`config.mk`:
```
export PLATFORM = sky130hd
export DESIGN_NAME = csm_seq_multiplier
export DESIGN_NICKNAME = d
export VERILOG_FILES = /design/src/rtl/csm_seq_multiplier_pkg.sv /design/src/rtl/csm_stage_and.sv /design/src/rtl/csm_seq_multiplier.sv
export SDC_FILE = /design/constraint.sdc
export NUM_CORES = 1
export LEC_CHECK = 0
export CORE_ASPECT_RATIO = 0.8
export CORE_MARGIN = 8
export CORE_UTILIZATION = 56
export DETAILED_ROUTE_END_ITERATION = 12
export PLACE_DENSITY = 0.87
export SLEW_MARGIN = 20
export SYNTH_ARGS = -nofsm -noshare
export SYNTH_HDL_FRONTEND = slang
export SYNTH_SLANG_ARGS = --single-unit
```
`constraint.sdc`:
```
create_clock -name clk -period 3.35 [get_ports clk]
set_input_delay 0.8375 -clock clk [delete_from_list [all_inputs] [get_ports clk]]
set_output_delay 0.8375 -clock clk [all_outputs]
set_load 0.02 [all_outputs]
```
`src/rtl/csm_seq_multiplier_pkg.sv`:
```
// Shared constants, state encoding and full-adder helper for the sequential
// carry-save multiplier.
`default_nettype none

package csm_seq_multiplier_pkg;

  localparam int CSM_WIDTH  = 26;
  localparam int CSM_PROD_W = 52;
  localparam int CSM_ITER   = 26;

  typedef enum logic [1:0] {
    CSM_IDLE    = 2'd0,
    CSM_RUN     = 2'd1,
    CSM_RESOLVE = 2'd2
  } csm_state_e;

  // Majority of three rows: the carry output of a bitwise full-adder row.
  function automatic logic [CSM_WIDTH-1:0] fa_carry(
    input logic [CSM_WIDTH-1:0] x,
    input logic [CSM_WIDTH-1:0] y,
    input logic [CSM_WIDTH-1:0] z
  );
    return (x & y) | (x & z) | (y & z);
  endfunction

endpackage

`default_nettype wire

```
`src/rtl/csm_stage_and.sv`:
```
// Partial-product stage: gates the multiplicand with one multiplier bit.
`default_nettype none

module csm_stage_and
  import csm_seq_multiplier_pkg::*;
(
  input  logic [CSM_WIDTH-1:0] a,
  input  logic                 b_bit,
  output logic [CSM_WIDTH-1:0] pp
);

  assign pp = a & {CSM_WIDTH{b_bit}};

endmodule

`default_nettype wire

```
`src/rtl/csm_seq_multiplier.sv`:
```
// Sequential 26x26 unsigned carry-save multiplier: one partial-product row per
// cycle into a carry-save accumulator, then a single carry-propagate add.
`default_nettype none

module csm_seq_multiplier
  import csm_seq_multiplier_pkg::*;
#(
  parameter int WIDTH = CSM_WIDTH,
  parameter int CNT_W = 5
) (
  input  logic               clk,
  input  logic               rst,
  input  logic               start,
  input  logic [WIDTH-1:0]   a,
  input  logic [WIDTH-1:0]   b,
  output logic               busy,
  output logic               done,
  output logic [2*WIDTH-1:0] product
);

  if (WIDTH != CSM_WIDTH || (1 << CNT_W) < WIDTH) begin : g_bad_cfg
    $error("csm_seq_multiplier: WIDTH must be 26 and 2**CNT_W >= WIDTH");
  end

  localparam logic [CNT_W-1:0] LAST_CNT = CNT_W'(CSM_ITER - 1);

  csm_state_e       state;
  logic [WIDTH-1:0] a_reg;
  logic [WIDTH-1:0] b_reg;
  logic [WIDTH-1:0] s_acc;
  logic [WIDTH-1:0] c_acc;
  logic [WIDTH-1:0] p_lo;
  logic [CNT_W-1:0] count;

  logic             mult_bit;
  logic [WIDTH-1:0] pp;
  logic [WIDTH-1:0] fa_sum;
  logic [WIDTH-1:0] fa_cy;
  logic [WIDTH-1:0] hi_sum;

  assign mult_bit = b_reg[count];

  csm_stage_and u_stage_and (
    .a     (a_reg),
    .b_bit (mult_bit),
    .pp    (pp)
  );

  assign fa_sum = s_acc ^ c_acc ^ pp;
  assign fa_cy  = fa_carry(s_acc, c_acc, pp);
  // The remaining high half is below 2**WIDTH, so the carry-out is always 0.
  assign hi_sum = s_acc + c_acc;

  always_ff @(posedge clk) begin
    if (rst) begin
      state   <= CSM_IDLE;
      busy    <= 1'b0;
      done    <= 1'b0;
      product <= '0;
      a_reg   <= '0;
      b_reg   <= '0;
      s_acc   <= '0;
      c_acc   <= '0;
      p_lo    <= '0;
      count   <= '0;
    end else begin
      done <= 1'b0;
      case (state)
        CSM_IDLE: begin
          if (start) begin
            a_reg <= a;
            b_reg <= b;
            s_acc <= '0;
            c_acc <= '0;
            count <= '0;
            busy  <= 1'b1;
            state <= CSM_RUN;
          end
        end
        CSM_RUN: begin
          // Bit i retires into the top of p_lo; after 26 shifts it sits at index i.
          p_lo  <= {fa_sum[0], p_lo[WIDTH-1:1]};
          s_acc <= {1'b0, fa_sum[WIDTH-1:1]};
          c_acc <= fa_cy;
          count <= count + CNT_W'(1);
          if (count == LAST_CNT) begin
            state <= CSM_RESOLVE;
          end
        end
        CSM_RESOLVE: begin
          product <= {hi_sum, p_lo};
          done    <= 1'b1;
          busy    <= 1'b0;
          state   <= CSM_IDLE;
        end
        default: begin
          state <= CSM_IDLE;
          busy  <= 1'b0;
        end
      endcase
    end
  end

endmodule

`default_nettype wire

```
==> key figures, run 1 <==
Run status
  • Status: complete, no violations

Global route
  • Congestion Overflow GR: 0
  • First-pass GRT wire length: 33.9 mm
  • Initial antenna violation count: 0
  • Largest net degree at the start of global routing: 72
  • Number of global-route vias before repair: 7050
  • Overall routing resource usage: between 20% and 30%

Route
  • First drt pass iteration count: 6
  • Vias after detailed routing: 7360
  • Drt wl/cell: 14.7 µm
  • Residual DRC: 0
  • DR iter-0 viols: 551
  • Post-route ant nets: 0
  • Via/cell ratio: 5.36
  • Total wire length: between 20 and 25 mm

Critical path
  • Worst EP arrival: 3220 ps
  • Crit path cell chain: mux4_1 > mux4_2 > nor2_2 > a21oi_2 > buf_4 > and2_1 > fa_1 > nand2_1 > a21oi_1
  • CP Capture Type: flop
  • CP Launch Type: flop
  • Critical path fanouts, max: 26
  • Top delay family on crit path: multiplexers
  • CP max stage delay: 610 ps
  • Worst reg2reg endpoint: p_lo[25]
  • Worst r2r src: count[0]
  • CP bufs+invs: 1
  • Worst EP required: 3710 ps
  • CP max-delay cell: mux4_1
  • Worst R2R Path Depth: 9
  • Critical path class: reg -> reg
  • Worst R2R Setup Slack: 490 ps

Timing
  • Max Slew Vio Count: 0
  • F_max: 0.350 GHz
  • Final hold violations: 0
  • Final setup fails: 0
  • Worst-Margin Slew: ~1000 ps
  • RSZ-0062 raised after global routing: false
  • Final Skew: 10.8 ps
  • Rel. slew slack: 30.8%
  • Minimum clock period: roughly 2900 ps
  • Fin crit share: around 85%
  • Setup_tns: 0 ps

Synthesis
  • Seq cells post-synth: 190
  • Ys Warns: 0
  • Synth Area per Inst: slightly above 8 µm²
  • Sequential share of the synthesized area: 43.9%
  • Cells after Synth: 1073
  • Library cells used by synthesis: 50
  • Most used DFF post-synth: dfxtp_1
  • Mapped Area: approximately 8700 µm²
  • EDFF count, synth: 0
  • Async S/R FF share, synth: 0%
  • Net Count, Synth: 1182

Layout
  • Max FFs per register: 52
  • Most frequent cells in the layout: nand2_1, dfxtp_1, a21oi_1, clkdlybuf4s50_1, o21ai_0
  • Commonest non-fill, non-tap cell in the layout: nand2_1
  • Fillers: roughly 1200
  • Area grow syn2layout: 20.7%
  • Ant diodes: 0
  • Fin nets: 1259
  • Share of layout cells above drive strength 1: about 4.6%
  • Largest reg by FF count: product
  • Fin util: 69.4%

CTS
  • TritonCTS buffer count: 17
  • Post-CTS setup buffer count: 0
  • H-tree depth: 4
  • Clk buf depth: 2
  • Clk_lat worst skew: 430 ps
  • Root Buffer: clkbuf_16
  • CTS tree: built
  • Clk sink count: 190
  • Reg clk slew, reported paths: 70 ps
  • Post-cts sizing count: 0
  • Hold buffers post-CTS: 0

Place
  • Post-DP HPWL: 14.2 mm
  • Port Buffers: roughly 110
  • Final Wtd Congestion: 0.900

Floorplan
  • Starting Density: 57.5%
  • Die area: 19700 µm²
  • Core box area: around 15000 µm²
  • Die W: roughly 160 µm
  • Overall die height: roughly 130 µm
  • Num rows: 40
  • I/O pin cnt: around 110

Power and ir drop
  • Pwr dens: 447 nW/µm²
  • Max VDD drop: 0.412 mV
  • Leakage: 3.69 nW

Job
  • Maxcap violations: 0

Worst hold path
  • Hold depth: 2
  • Hold Startpoint: product[45]
  • Worst min path class: reg -> reg
  • Hold Crit Endpoint: product[45]
-- power breakdown --
part           internal [mW]  total, mW  switching, mW  leakage [nW]
Sequential              2.30       2.33         0.0291          1.54
Combinational          0.117      0.282          0.166          1.86
Clock                   1.21       2.06          0.846         0.291
Total                   3.63       4.67           1.04          3.69
-- cell type report --
type / instances / area, µm² / share of cell area, %
multi-input cells: 765 / 4420 / 42.2
clock inverters: 9 / 134 / 1.28
repair buffers: 120 / 1170 / 11.2
inverters: 56 / 210 / 2.01
well taps: 210 / 263 / 2.51
clock buffers: 22 / 464 / 4.44
flip-flops and latches: 190 / 3800 / 36.4
-- worst min-delay path, cell delays in order (launching register included) --
cell and delay, ps:
dfxtp_1 310, nand2_1 50, o21ai_1 50
-- cells by family (layout without fill, tap and decap cells) --
logic type               Yosys count  in the layout  synth area share (%)
flip-flops                       190            190                  43.9
AND/OR/NAND/NOR                  420            420                  19.6
adder cells (fa/ha/maj)           54             54                  10.1
buffers and inverters            118            207                  5.37
XOR/XNOR                          20             20                  2.02
multiplexers                      12             12                  2.67
AO/OA/AOI/OAI                    259            259                  16.3
-- metal layers --
| layer | part of all wire (%) | wire [µm] | global-route usage (%) | up-vias |
|---|---|---|---|---|
| li1 | - | - | - | 3696 |
| met5 | 0 | 0 | 0 | - |
| met1 | 45 | 9140 | 27.1 | 3434 |
| met4 | 0.95 | 192 | 5.12 | 0 |
| met3 | 7.3 | 1480 | 6.10 | 19 |
| met2 | 46 | 9380 | 33.7 | 211 |
-- stage by stage --
step           hold slack [ps]  instance area, µm²  setup slack (ps)  std cells  power [mW]
6_report                   450               10500               495       1372        4.67
4_1_cts                    452               10500               506       1372        4.70
3_3_place_gp               438                9860               548       1341        2.65
2_1_floorplan              432                8660               810       1073        2.54
5_1_grt                    472               10500               350       1372        4.82
3_5_place_dp               443                9860               530       1341        2.66
-- cell usage after synthesis, types with 3 or more instances --
cell type / count / area [µm²]
a211oi_1: 6 / 45.0
a21o_1: 11 / 82.6
a21oi_1: 142 / 711
a221oi_1: 3 / 26.3
a22o_1: 3 / 26.3
and2_1: 4 / 25.0
and3_1: 3 / 18.8
buf_1: 6 / 22.5
buf_6: 3 / 33.8
clkbuf_1: 53 / 199
dfxtp_1: 190 / 3800
fa_1: 26 / 521
ha_1: 28 / 350
inv_1: 56 / 210
mux2i_1: 4 / 40.0
mux4_1: 6 / 158
nand2_1: 338 / 1270
nand2b_1: 9 / 56.3
nand3_1: 9 / 45.0
nand3b_1: 3 / 22.5
nand4_1: 5 / 31.3
nor2_1: 28 / 105
nor3_1: 9 / 45.0
o211ai_1: 5 / 37.5
o21ai_0: 70 / 350
o21ai_1: 4 / 20.0
or2_2: 3 / 18.8
xnor2_1: 9 / 78.8
xor2_1: 11 / 96.3
-- worst max path at each step --
stage	from	to	depth (start not counted)
2_1_floorplan	count[0]	p_lo[25]	9
3_3_place_gp	count[0]	p_lo[25]	9
3_5_place_dp	count[0]	p_lo[25]	9
4_1_cts	count[0]	p_lo[25]	9
5_1_grt	count[0]	p_lo[25]	11
6_report	count[0]	p_lo[25]	9
Power figures use the tool's default switching activity.
==> inputs of run 2 (changes only) <==
--- a/config.mk
+++ b/config.mk
@@ -7,9 +7,9 @@
 export LEC_CHECK = 0
 export CORE_ASPECT_RATIO = 0.8
 export CORE_MARGIN = 8
-export CORE_UTILIZATION = 56
+export CORE_UTILIZATION = 40
 export DETAILED_ROUTE_END_ITERATION = 12
-export PLACE_DENSITY = 0.87
+export PLACE_DENSITY = 0.68
 export SLEW_MARGIN = 20
 export SYNTH_ARGS = -nofsm -noshare
 export SYNTH_HDL_FRONTEND = slang
==> key figures, run 2 (synthesized netlist as in run 1, its figures left out) <==
Run status
  • Status: complete, no violations

Worst hold path
  • Hold Crit Endpoint: product[45]
  • Worst min path class: reg -> reg
  • Hold Startpoint: product[45]
  • Hold depth: 2

Timing
  • Rel. slew slack: around 44%
  • Setup_tns: 0 ps
  • Fin crit share: 84.4%
  • Final setup fails: 0
  • WHS: 448 ps
  • Final Skew: 10.4 ps
  • Worst-Margin Slew: roughly 840 ps
  • Final hold violations: 0
  • F_max: 0.354 GHz
  • Minimum clock period: 2830 ps
  • Max Slew Vio Count: 0
  • RSZ-0062 raised after global routing: false

CTS
  • Post-cts sizing count: 0
  • Reg clk slew, reported paths: 70 ps
  • Clk sink count: 190
  • TritonCTS buffer count: 17
  • Root Buffer: clkbuf_16
  • Clk_lat worst skew: between 400 and 500 ps
  • Post-CTS setup buffer count: 0
  • CTS tree: built
  • Hold buffers post-CTS: 0
  • H-tree depth: 4
  • Clk buf depth: 2

Layout
  • Area grow syn2layout: 21.8%
  • Fillers: 2065
  • Max FFs per register: 52
  • Area of the multi-input gates: 4420 µm²
  • Storage cell area: 3800 µm²
  • Share of layout cells above drive strength 1: 4.98%
  • Largest reg by FF count: product
  • Commonest non-fill, non-tap cell in the layout: nand2_1
  • Fin nets: 1261
  • Ant diodes: 0
  • Layout Cells excl Fill: 1440
  • Finished Cell Area: 10600 µm²
  • Most frequent cells in the layout: nand2_1, dfxtp_1, a21oi_1, clkdlybuf4s50_1, o21ai_0

Floorplan
  • Die area: ~27000 µm²
  • Die W: 181 µm
  • Num rows: 48
  • Core box area: 21400 µm²
  • Starting Density: 40.4%
  • Overall die height: 148 µm
  • I/O pin cnt: ~110

Route
  • Via/cell ratio: between 5 and 6
  • Drt wl/cell: 14.4 µm
  • Residual DRC: 0
  • First drt pass iteration count: 5
  • DR iter-0 viols: 560
  • Total wire length: approximately 21 mm
  • Vias after detailed routing: 7262
  • Post-route ant nets: 0

Critical path
  • Worst reg2reg endpoint: p_lo[25]
  • Worst EP arrival: between 3000 and 4000 ps
  • CP max-delay cell: mux4_1
  • CP bufs+invs: 1
  • CP Capture Type: flop
  • Worst EP required: 3710 ps
  • Crit path cell chain: mux4_1 > mux4_2 > nor2_2 > a21oi_2 > buf_4 > and2_1 > fa_1 > nand2_1 > a21oi_1
  • Critical path class: reg -> reg
  • Top delay family on crit path: multiplexers
  • CP max stage delay: a little under 600 ps
  • Critical path fanouts, max: 26
  • Worst r2r src: count[0]
  • CP Launch Type: flop
  • Worst R2R Path Depth: 9
  • Worst R2R Setup Slack: between 500 and 600 ps

Power and ir drop
  • Max VDD drop: 0.299 mV
  • Combinational Power Share: 6.1%
  • Total power: 4.66 mW
  • Internal power: about 3.5 mW
  • Clock share of power: a little over two fifths
  • Pwr dens: between 400 and 500 nW/µm²
  • Part of the power in registers: 50.0%
  • Leakage: 3.70 nW
  • Sw frac: 25.2%
  • Psw: between 1 and 1.5 mW

Global route
  • Number of global-route vias before repair: 6877
  • Overall routing resource usage: 15.9%
  • First-pass GRT wire length: 35.2 mm
  • Initial antenna violation count: 0
  • Largest net degree at the start of global routing: 73
  • Congestion Overflow GR: 0

Place
  • Placed insts: 1408
  • DP Area: around 10000 µm²
  • Port Buffers: 108
  • Final Wtd Congestion: 0.866
  • Post-DP HPWL: 14.7 mm

Job
  • Maxcap violations: 0
run 2: changes by cell type in the layout (fill, tap and decap cells not counted):
cell	change
clkbuf_1	-3
inv_8	+2
clkinv_8	+3
inv_6	+4
nand2_1	+1
bufinv_16	-2
clkinv_2	-1
buf_4	+2
nand2_2	-1
clkbuf_8	-2
run 2: worst max path at each step:
stage / startpoint / slack [ps] / depth (start not counted) / end
floorplan: count[0] / 810 / 9 / p_lo[25]
global placement: count[0] / 560 / 9 / p_lo[25]
detailed placement: count[0] / 540 / 9 / p_lo[25]
CTS: count[0] / 520 / 9 / p_lo[25]
global route: count[0] / 400 / 9 / p_lo[25]
finish: count[0] / 520 / 9 / p_lo[25]
run 2: area by class of cell:
type / count / area share [%]
multi-input combinational: 765 / 41.8
sequential: 190 / 36.0
timing repair buffer: 122 / 11.2
clock buffer: 17 / 4.03
tap: 275 / 3.26
inverter: 56 / 1.99
clock inverter: 15 / 1.66
run 2: metal layers:
| metal | part of all wire [%] | track usage, % | vias to the layer above |
|---|---|---|---|
| li1 | - | - | 3712 |
| met1 | 50 | 22.2 | 3354 |
| met3 | 5.6 | 4.05 | 19 |
| met2 | 43 | 24.1 | 177 |
| met4 | 1.2 | 4.13 | 0 |
| met5 | 0 | 0 | - |
run 2: per-stage QoR:
step	utilization, %	worst slack [ps]
6_report	49.2	522
5_1_grt	49.2	402
4_1_cts	49.2	522
3_5_place_dp	46.4	540
3_3_place_gp	46.4	560
2_1_floorplan	-	810
run 2: worst register-to-register path, delay by kind of cell, from the launching register on:
family	cells	cell delay, ps
muxes	2	1070
adders and majority gates	1	480
DFF	1	440
and+or+nand+nor	3	380
buffers and inverters	1	240
AOI/OAI and AO/OA	2	160
run 2: power groups by stage:
stage	registers, mW	clock network [mW]	logic, mW
after global routing	2.33	2.20	0.317
after detailed placement	2.38	0	0.288
after CTS	2.33	2.09	0.289
after floorplan	2.37	0	0.173
after global placement	2.38	0	0.283
final	2.33	2.04	0.285
